## config.mk

```make
export PLATFORM = sky130hd
export DESIGN_NAME = stopwatch_ctrl_flat
export DESIGN_NICKNAME = d
export VERILOG_FILES = /design/src/rtl/stopwatch_ctrl_if.sv /design/src/rtl/stopwatch_ctrl.sv /design/src/flat_wrapper.sv
export SDC_FILE = /design/constraint.sdc
export NUM_CORES = 1
export LEC_CHECK = 0
export CAP_MARGIN = 25
export CORE_MARGIN = 2
export CORE_UTILIZATION = 60
export DETAILED_ROUTE_END_ITERATION = 10
export GPL_TIMING_DRIVEN = 1
export HOLD_SLACK_MARGIN = 0.15
export PLACE_DENSITY = 0.86
export SLEW_MARGIN = 30
export SYNTH_ARGS = -nofsm -noshare
export SYNTH_HDL_FRONTEND = slang
export SYNTH_SLANG_ARGS = --single-unit
export TNS_END_PERCENT = 1
```

## constraint.sdc

```tcl
create_clock -name clk -period 4.49 [get_ports clk]
set_input_delay 0.898 -clock clk [delete_from_list [all_inputs] [get_ports clk]]
set_output_delay 0.898 -clock clk [all_outputs]
set_load 0.01 [all_outputs]
```

## src/rtl/stopwatch_ctrl_if.sv

```systemverilog
// Stopwatch control bus: button/switch levels in, strobes and status out.
// LAP_EN adds lap_btn and lap_hold.
interface stopwatch_ctrl_if;
  logic       en;
  logic       start_btn;
  logic       stop_btn;
  logic       softrst_sw;
  logic       inc_min_btn;
  logic       inc_sec_btn;
  logic       inc_sw;
  logic       sec_tick;
  logic       clr_time;
  logic       inc_min;
  logic       inc_sec;
  logic       running;
  logic [1:0] state;
`ifdef LAP_EN
  logic       lap_btn;
  logic       lap_hold;

  modport master (
    output en, start_btn, stop_btn, softrst_sw,
    output inc_min_btn, inc_sec_btn, inc_sw, lap_btn,
    input  sec_tick, clr_time, inc_min, inc_sec,
    input  running, state, lap_hold
  );

  modport slave (
    input  en, start_btn, stop_btn, softrst_sw,
    input  inc_min_btn, inc_sec_btn, inc_sw, lap_btn,
    output sec_tick, clr_time, inc_min, inc_sec,
    output running, state, lap_hold
  );
`else
  modport master (
    output en, start_btn, stop_btn, softrst_sw,
    output inc_min_btn, inc_sec_btn, inc_sw,
    input  sec_tick, clr_time, inc_min, inc_sec,
    input  running, state
  );

  modport slave (
    input  en, start_btn, stop_btn, softrst_sw,
    input  inc_min_btn, inc_sec_btn, inc_sw,
    output sec_tick, clr_time, inc_min, inc_sec,
    output running, state
  );
`endif
endinterface

```

## src/rtl/stopwatch_ctrl.sv

```systemverilog
// Stopwatch control FSM: run/pause/idle, 1 Hz tick, inc auto-repeat.
// Optional macro LAP_EN adds the lap_hold display-freeze toggle.
module stopwatch_ctrl #(
  parameter int TICK_DIV      = 25000000,
  parameter int REPEAT_DELAY  = 12500000,
  parameter int REPEAT_PERIOD = 5000000
) (
  input logic             clk,
  input logic             rst,
  stopwatch_ctrl_if.slave bus
);

  localparam int PW = $clog2(TICK_DIV);
  localparam int RMAX = (REPEAT_DELAY > REPEAT_PERIOD) ?
                        REPEAT_DELAY : REPEAT_PERIOD;
  localparam int RW = $clog2(RMAX + 1);

  localparam logic [PW-1:0] P_LAST = PW'(TICK_DIV - 1);
  localparam logic [PW-1:0] P_ONE  = PW'(1);
  localparam logic [RW-1:0] R_DLY  = RW'(REPEAT_DELAY);
  localparam logic [RW-1:0] R_PER  = RW'(REPEAT_PERIOD);
  localparam logic [RW-1:0] R_ONE  = RW'(1);

  typedef enum logic [1:0] {
    S_IDLE  = 2'b00,
    S_RUN   = 2'b01,
    S_PAUSE = 2'b10
  } state_t;

  state_t        r_state;
  logic          r_start_q;
  logic          r_stop_q;
  logic          r_incm_q;
  logic          r_incs_q;
  logic [PW-1:0] r_presc;
  logic [RW-1:0] r_rep_m;
  logic [RW-1:0] r_rep_s;
  logic          r_ph_m;
  logic          r_ph_s;
  logic          r_sec_tick;
  logic          r_clr_time;
  logic          r_inc_min;
  logic          r_inc_sec;
  logic          r_running;

  state_t        w_state_nx;
  logic [PW-1:0] w_presc_nx;
  logic [RW-1:0] w_rep_m_nx;
  logic [RW-1:0] w_rep_s_nx;
  logic          w_ph_m_nx;
  logic          w_ph_s_nx;
  logic          w_tick_nx;
  logic          w_incm_nx;
  logic          w_incs_nx;

  logic          w_start_e;
  logic          w_stop_e;
  logic          w_incm_e;
  logic          w_incs_e;
  logic          w_incm_fall;
  logic          w_inc_ok;
  logic          w_sec_fresh;
  logic [RW-1:0] w_lim_m;
  logic [RW-1:0] w_lim_s;

  assign w_start_e   = bus.start_btn & ~r_start_q;
  assign w_stop_e    = bus.stop_btn & ~r_stop_q;
  assign w_incm_e    = bus.inc_min_btn & ~r_incm_q;
  assign w_incs_e    = bus.inc_sec_btn & ~r_incs_q;
  assign w_incm_fall = r_incm_q & ~bus.inc_min_btn;
  assign w_sec_fresh = w_incs_e | w_incm_fall;
  assign w_inc_ok    = bus.inc_sw & ~bus.softrst_sw &
                       (r_state != S_RUN);
  assign w_lim_m     = r_ph_m ? R_PER : R_DLY;
  assign w_lim_s     = r_ph_s ? R_PER : R_DLY;

  // Next state, prescaler, repeat counters and strobes.
  always_comb begin
    w_state_nx = r_state;
    w_presc_nx = r_presc;
    w_rep_m_nx = r_rep_m;
    w_rep_s_nx = r_rep_s;
    w_ph_m_nx  = r_ph_m;
    w_ph_s_nx  = r_ph_s;
    w_tick_nx  = 1'b0;
    w_incm_nx  = 1'b0;
    w_incs_nx  = 1'b0;
    if (bus.en) begin
      if (bus.softrst_sw) begin
        w_state_nx = S_IDLE;
        w_presc_nx = '0;
        w_rep_m_nx = '0;
        w_rep_s_nx = '0;
        w_ph_m_nx  = 1'b0;
        w_ph_s_nx  = 1'b0;
      end else begin
        unique case (r_state)
          S_IDLE:
            if (w_start_e & ~w_stop_e) w_state_nx = S_RUN;
          S_RUN:
            if (w_stop_e) w_state_nx = S_PAUSE;
          S_PAUSE:
            if (w_start_e & ~w_stop_e) w_state_nx = S_RUN;
          default:
            w_state_nx = S_IDLE;
        endcase

        if (r_state == S_RUN) begin
          if (r_presc == P_LAST) begin
            w_presc_nx = '0;
            w_tick_nx  = 1'b1;
          end else begin
            w_presc_nx = r_presc + P_ONE;
          end
        end else if (r_state == S_IDLE) begin
          w_presc_nx = '0;
        end

        // Count of 0 means not armed; a held button only
        // repeats after a strobe from a fresh press.
        if (w_inc_ok & bus.inc_min_btn) begin
          if (w_incm_e) begin
            w_incm_nx  = 1'b1;
            w_rep_m_nx = R_ONE;
            w_ph_m_nx  = 1'b0;
          end else if (r_rep_m != '0) begin
            if (r_rep_m == w_lim_m) begin
              w_incm_nx  = 1'b1;
              w_rep_m_nx = R_ONE;
              w_ph_m_nx  = 1'b1;
            end else begin
              w_rep_m_nx = r_rep_m + R_ONE;
            end
          end
        end else begin
          w_rep_m_nx = '0;
          w_ph_m_nx  = 1'b0;
        end

        // inc_min owns the strobe while held; its release
        // counts as a fresh inc_sec press.
        if (w_inc_ok & bus.inc_sec_btn & ~bus.inc_min_btn) begin
          if (w_sec_fresh) begin
            w_incs_nx  = 1'b1;
            w_rep_s_nx = R_ONE;
            w_ph_s_nx  = 1'b0;
          end else if (r_rep_s != '0) begin
            if (r_rep_s == w_lim_s) begin
              w_incs_nx  = 1'b1;
              w_rep_s_nx = R_ONE;
              w_ph_s_nx  = 1'b1;
            end else begin
              w_rep_s_nx = r_rep_s + R_ONE;
            end
          end
        end else begin
          w_rep_s_nx = '0;
          w_ph_s_nx  = 1'b0;
        end
      end
    end
  end

  // Edge-detect history, updated even while disabled.
  always_ff @(posedge clk) begin
    if (rst) begin
      r_start_q <= 1'b0;
      r_stop_q  <= 1'b0;
      r_incm_q  <= 1'b0;
      r_incs_q  <= 1'b0;
    end else begin
      r_start_q <= bus.start_btn;
      r_stop_q  <= bus.stop_btn;
      r_incm_q  <= bus.inc_min_btn;
      r_incs_q  <= bus.inc_sec_btn;
    end
  end

  // FSM state and registered status outputs.
  always_ff @(posedge clk) begin
    if (rst) begin
      r_state    <= S_IDLE;
      r_running  <= 1'b0;
      r_clr_time <= 1'b1;
    end else begin
      r_state    <= w_state_nx;
      r_running  <= (w_state_nx == S_RUN);
      r_clr_time <= bus.softrst_sw;
    end
  end

  // Prescaler, repeat counters and strobe registers.
  always_ff @(posedge clk) begin
    if (rst) begin
      r_presc    <= '0;
      r_rep_m    <= '0;
      r_rep_s    <= '0;
      r_ph_m     <= 1'b0;
      r_ph_s     <= 1'b0;
      r_sec_tick <= 1'b0;
      r_inc_min  <= 1'b0;
      r_inc_sec  <= 1'b0;
    end else begin
      r_presc    <= w_presc_nx;
      r_rep_m    <= w_rep_m_nx;
      r_rep_s    <= w_rep_s_nx;
      r_ph_m     <= w_ph_m_nx;
      r_ph_s     <= w_ph_s_nx;
      r_sec_tick <= w_tick_nx;
      r_inc_min  <= w_incm_nx;
      r_inc_sec  <= w_incs_nx;
    end
  end

  assign bus.sec_tick = r_sec_tick;
  assign bus.clr_time = r_clr_time;
  assign bus.inc_min  = r_inc_min;
  assign bus.inc_sec  = r_inc_sec;
  assign bus.running  = r_running;
  assign bus.state    = r_state;

`ifdef LAP_EN
  logic r_lap_q;
  logic r_lap_hold;
  logic w_lap_nx;

  // Lap toggles only while running; idle or soft reset clears it.
  always_comb begin
    w_lap_nx = r_lap_hold;
    if (bus.en) begin
      if (bus.softrst_sw | (w_state_nx == S_IDLE)) begin
        w_lap_nx = 1'b0;
      end else if ((r_state == S_RUN) &
                   bus.lap_btn & ~r_lap_q) begin
        w_lap_nx = ~r_lap_hold;
      end
    end
  end

  // Lap edge history and hold register.
  always_ff @(posedge clk) begin
    if (rst) begin
      r_lap_q    <= 1'b0;
      r_lap_hold <= 1'b0;
    end else begin
      r_lap_q    <= bus.lap_btn;
      r_lap_hold <= w_lap_nx;
    end
  end

  assign bus.lap_hold = r_lap_hold;
`endif

endmodule

```

## src/flat_wrapper.sv

```systemverilog
// flat-port wrapper written by rule: the top's interface ports become plain ports
module stopwatch_ctrl_flat 
#(
  parameter int TICK_DIV      = 25000000,
  parameter int REPEAT_DELAY  = 12500000,
  parameter int REPEAT_PERIOD = 5000000
)
  (clk, rst, bus_en, bus_start_btn, bus_stop_btn, bus_softrst_sw, bus_inc_min_btn, bus_inc_sec_btn, bus_inc_sw, bus_sec_tick, bus_clr_time, bus_inc_min, bus_inc_sec, bus_running, bus_state);
  stopwatch_ctrl_if bus_i ();
  input logic clk;
  input logic rst;
  input wire logic [$bits(bus_i.en)-1:0] bus_en;
  input wire logic [$bits(bus_i.start_btn)-1:0] bus_start_btn;
  input wire logic [$bits(bus_i.stop_btn)-1:0] bus_stop_btn;
  input wire logic [$bits(bus_i.softrst_sw)-1:0] bus_softrst_sw;
  input wire logic [$bits(bus_i.inc_min_btn)-1:0] bus_inc_min_btn;
  input wire logic [$bits(bus_i.inc_sec_btn)-1:0] bus_inc_sec_btn;
  input wire logic [$bits(bus_i.inc_sw)-1:0] bus_inc_sw;
  output wire logic [$bits(bus_i.sec_tick)-1:0] bus_sec_tick;
  output wire logic [$bits(bus_i.clr_time)-1:0] bus_clr_time;
  output wire logic [$bits(bus_i.inc_min)-1:0] bus_inc_min;
  output wire logic [$bits(bus_i.inc_sec)-1:0] bus_inc_sec;
  output wire logic [$bits(bus_i.running)-1:0] bus_running;
  output wire logic [$bits(bus_i.state)-1:0] bus_state;
  assign bus_i.en = bus_en;
  assign bus_i.start_btn = bus_start_btn;
  assign bus_i.stop_btn = bus_stop_btn;
  assign bus_i.softrst_sw = bus_softrst_sw;
  assign bus_i.inc_min_btn = bus_inc_min_btn;
  assign bus_i.inc_sec_btn = bus_inc_sec_btn;
  assign bus_i.inc_sw = bus_inc_sw;
  assign bus_sec_tick = bus_i.sec_tick;
  assign bus_clr_time = bus_i.clr_time;
  assign bus_inc_min = bus_i.inc_min;
  assign bus_inc_sec = bus_i.inc_sec;
  assign bus_running = bus_i.running;
  assign bus_state = bus_i.state;
  stopwatch_ctrl #(.TICK_DIV(TICK_DIV), .REPEAT_DELAY(REPEAT_DELAY), .REPEAT_PERIOD(REPEAT_PERIOD)) u_core (.clk(clk), .rst(rst), .bus(bus_i));
endmodule
```

==> impl_metrics.ini <==
[status]
status = finished clean

[logic_synthesis]
synth_xor_xnor_area_share_pct = 9.97
netlist_instances = 530
synthArstFlopShare_pct = 0
most_common_cell_in_the_synthesized_netlist = dfxtp_1
ys_seq_area_share_pct = 39.2
synth_seq_cells = 86
synth.largest_area_cell = dfxtp_1
synthesis_warnings = 0
post_synth_instance_area_um2 = 4390
synthDistinctLibCells = 55
synth_simple_gate_area_share_pct = 34.5
share_of_the_synthesized_area_in_compound_gates_ao_oa_aoi_oai_pct = 10.1
synth_fp_nets = 544
synth_top_family_by_area = simple AND/OR/NAND/NOR gates
synthTopCellsByCount = dfxtp_1 (86), nor2_1 (51), nor3_1 (40), nand2_1 (35), nand4_1 (34)
synth.mux.area_fraction_pct = 0.911
synth_enable_flop_cells = 0
ys_dominant_reg_cell = dfxtp_1
synth_top_cells_by_area = dfxtp_1 (39%), xor2_1 (5.6%), nand4_1 (4.8%)
synth-adder-area-share_pct = 1.42
share_of_the_synthesized_area_in_the_top_cell_type_pct = 39.2
syn-mean-instance-area_um2 = 8.29

[sta]
fin_setup_tns_ps = 0
final.setup.worst_slack_ps = 1410
timing.final.crit_period_ps = 3080
timing_max_transition_violations_final = 0
timing.max_slew.rel_slack_pct = 41.8
timing.final.crit_share_pct = 68.7
finalHoldViolCount = 0
fin_skew_ps = 6.52
finalSetupViolations = 0
max_freq_ghz = 0.324
rsz_0062_raised_after_global_routing = false
worst_pin_slew_ps = 867

[setup_path]
arrival_ps = 3350
worstSetupPathDepth = 6
cp-start-kind = primary input
timing.critical_path.max_delay_family = simple AND/OR/NAND/NOR gates
critPathMaxFanout = 20
worst-r2r-cell-count = 5
cp_slowest_stage_delay_ps = 950
cp_data_required_time_ps = 4760
critPathBufInv = 1
cell_chain_of_the_critical_path = clkdlybuf4s50_1 > nand4_1 > nor3_1 > nand3_1 > xor2_1 > nor3_1
critPathSlowestCell = clkdlybuf4s50_1
end_kind = flip-flop
most_repeated_library_cell_on_the_critical_path = nor3_1
timing_worst_setup_path_type = primary input to flip-flop

[placed_design]
routabilityCongestion = 0.927
placed_cells_incl_taps = 625
dp_worst_setup_slack_ps = 1110
dp.final_hpwl_um = 6870
port_buffers = 15

[die]
die_width_um = 89.6
die_height_um = 89.6
dieArea_um2 = 8020
coreArea_um2 = 7180
initial_core_util_pct = 61.2
floorplan.io_pins = 16
floorplan.rows = 31

[clocking]
tritoncts = yes
tritoncts_num_sinks = 86
root_buffer = clkbuf_8
postCtsSetupRepairBufs = 0
cts_hold_buf = 0
clk_pin_slew_ps = 80
ctsHtreeMaxLevel = 3
ctsResizeCount = 0
cts-buffers-inserted = 9
max-clock-path-buffers = 2
clk_latency_ps = 350

[pwr]
report.power.total_uw = 1370
static-leakage-power_uw = 0.00152
power.density_cell_area_nw_per_um2 = 286
peakVddDrop_mv = 0.179

[global_route]
grt.overflow.total = 0
initial_antenna_violation_count = 0
grt_max_degree = 36
grt_first_pass_wirelength_um = 16800
vias_in_the_first_global_route = 3635
grt.total_usage_pct = 26.5

[detailed_routing]
avgViaCountPerCell = 6.20
wl_um = 9880
drc = 0
ant_nets = 0
dr.pass1.iters = 5
detailedRoute.firstIterationViolations = 299
via_count = 3974
drt-wirelength-per-cell_um = 15.4

[finish]
layout-area-overhead-vs-synth_pct = 8.88
layout.nets = 551
nFillCells = 598
utilization_pct = 66.7
n_antenna_cell = 0
storage_cell_area_um2 = 1720
final_cells = 641
layout-drive-gt1-share_pct = 5.72
combined_area_of_the_multi_input_logic_cells_um2 = 2500

[min_path]
holdPathStages = 2
min_path_type = flip-flop to flip-flop

[run]
timing.max_cap.violations = 0
-- kinds of logic (layout without fill, tap and decap cells) --
group | count (synthesis) | after routing
AND/OR/NAND/NOR | 279 | 279
flip-flops | 86 | 86
AO/OA/AOI/OAI | 65 | 65
XOR/XNOR | 50 | 50
buffers and inverters | 41 | 53
adder cells (fa/ha/maj) | 5 | 5
multiplexers | 4 | 4
-- final cells by class --
| cell class | instances | area share [%] |
|---|---|---|
| flip-flops and latches | 86 | 36.0 |
| repair buffers | 19 | 3.77 |
| inverters | 18 | 1.41 |
| clock buffers | 10 | 2.67 |
| clock inverters | 6 | 1.31 |
| well taps | 99 | 2.59 |
| multi-input cells | 403 | 52.3 |
-- layout by cell type (no fill, tap or decap), drive strengths merged, types with 3 or more instances in the layout --
cell type and n:
a211oi 4, ha 5, or2 9, nor4 9, nor2b 9, nor3 40
buf 4, a21oi 21, xnor2 22, and4 9, xor2 28, nand2 35
nand4 34, nand3 30, nor4b 5, nor2 51, clkbuf 10, inv 18
mux2i 4, o21ai 12, and2 4, nand4b 4, or4 12, or3 4
o211ai 3, a31oi 5, and3 10, nor3b 3, nand2b 8, o31ai 4
dfxtp 86, clkdlybuf4s50 15, clkinvlp 3
-- flip-flops by register name, summed over array words and instances (netlist names) --
register             cells
u_core.r_presc          25
u_core.r_rep_m          24
u_core.r_rep_s          24
u_core.bus.state         2
u_core.bus.clr_time      1
u_core.bus.inc_min       1
u_core.bus.inc_sec       1
u_core.bus.running       1
u_core.bus.sec_tick      1
u_core.r_incm_q          1
u_core.r_incs_q          1
u_core.r_ph_m            1
u_core.r_ph_s            1
u_core.r_start_q         1
u_core.r_stop_q          1
-- worst paths after layout --
check,start,to,slack (ps)
worst min-delay path,u_core.r_presc[1]$_SDFFE_PP0P_,u_core.r_presc[1]$_SDFFE_PP0P_,480
worst max-delay path,bus_en,u_core.r_rep_s[19]$_SDFFE_PP0P_,1410
worst min register to register,u_core.r_presc[1]$_SDFFE_PP0P_,u_core.r_presc[1]$_SDFFE_PP0P_,480
worst max register to register,u_core.r_rep_m[8]$_SDFFE_PP0P_,u_core.r_rep_m[4]$_SDFFE_PP0P_,1850
-- per-layer routing --
metal	vias to the layer above	track usage (%)	share of wire, %
met5	-	0	0
met4	0	10.9	2.3
met3	27	5.67	5.9
met2	137	44.1	49
met1	1871	33.3	43
li1	1939	-	-
-- per-stage QoR --
step | cell area (um^2) | hold slack [ps]
global placement | 4590 | 459
floorplan | 4390 | 446
global route | 4780 | 498
detailed placement | 4590 | 468
finish | 4780 | 482
CTS | 4780 | 480
-- worst reg2reg max path, cell delays in order, from the launching register on --
cell and delay (ps):
dfxtp_1 380, or4_1 540, or4_1 520, a2111o_1 460
o21ai_4 500, nor2_1 120
-- where the power goes --
| part | leakage [uW] | internal (uW) | switching, uW |
|---|---|---|---|
| Combinational | 0.000740 | 25.5 | 45.9 |
| Sequential | 0.000695 | 767 | 4.73 |
| Clock | 0.0000883 | 255 | 270 |
| Total | 0.00152 | 1050 | 321 |
Note: power is estimated with default switching activity, not from simulation.
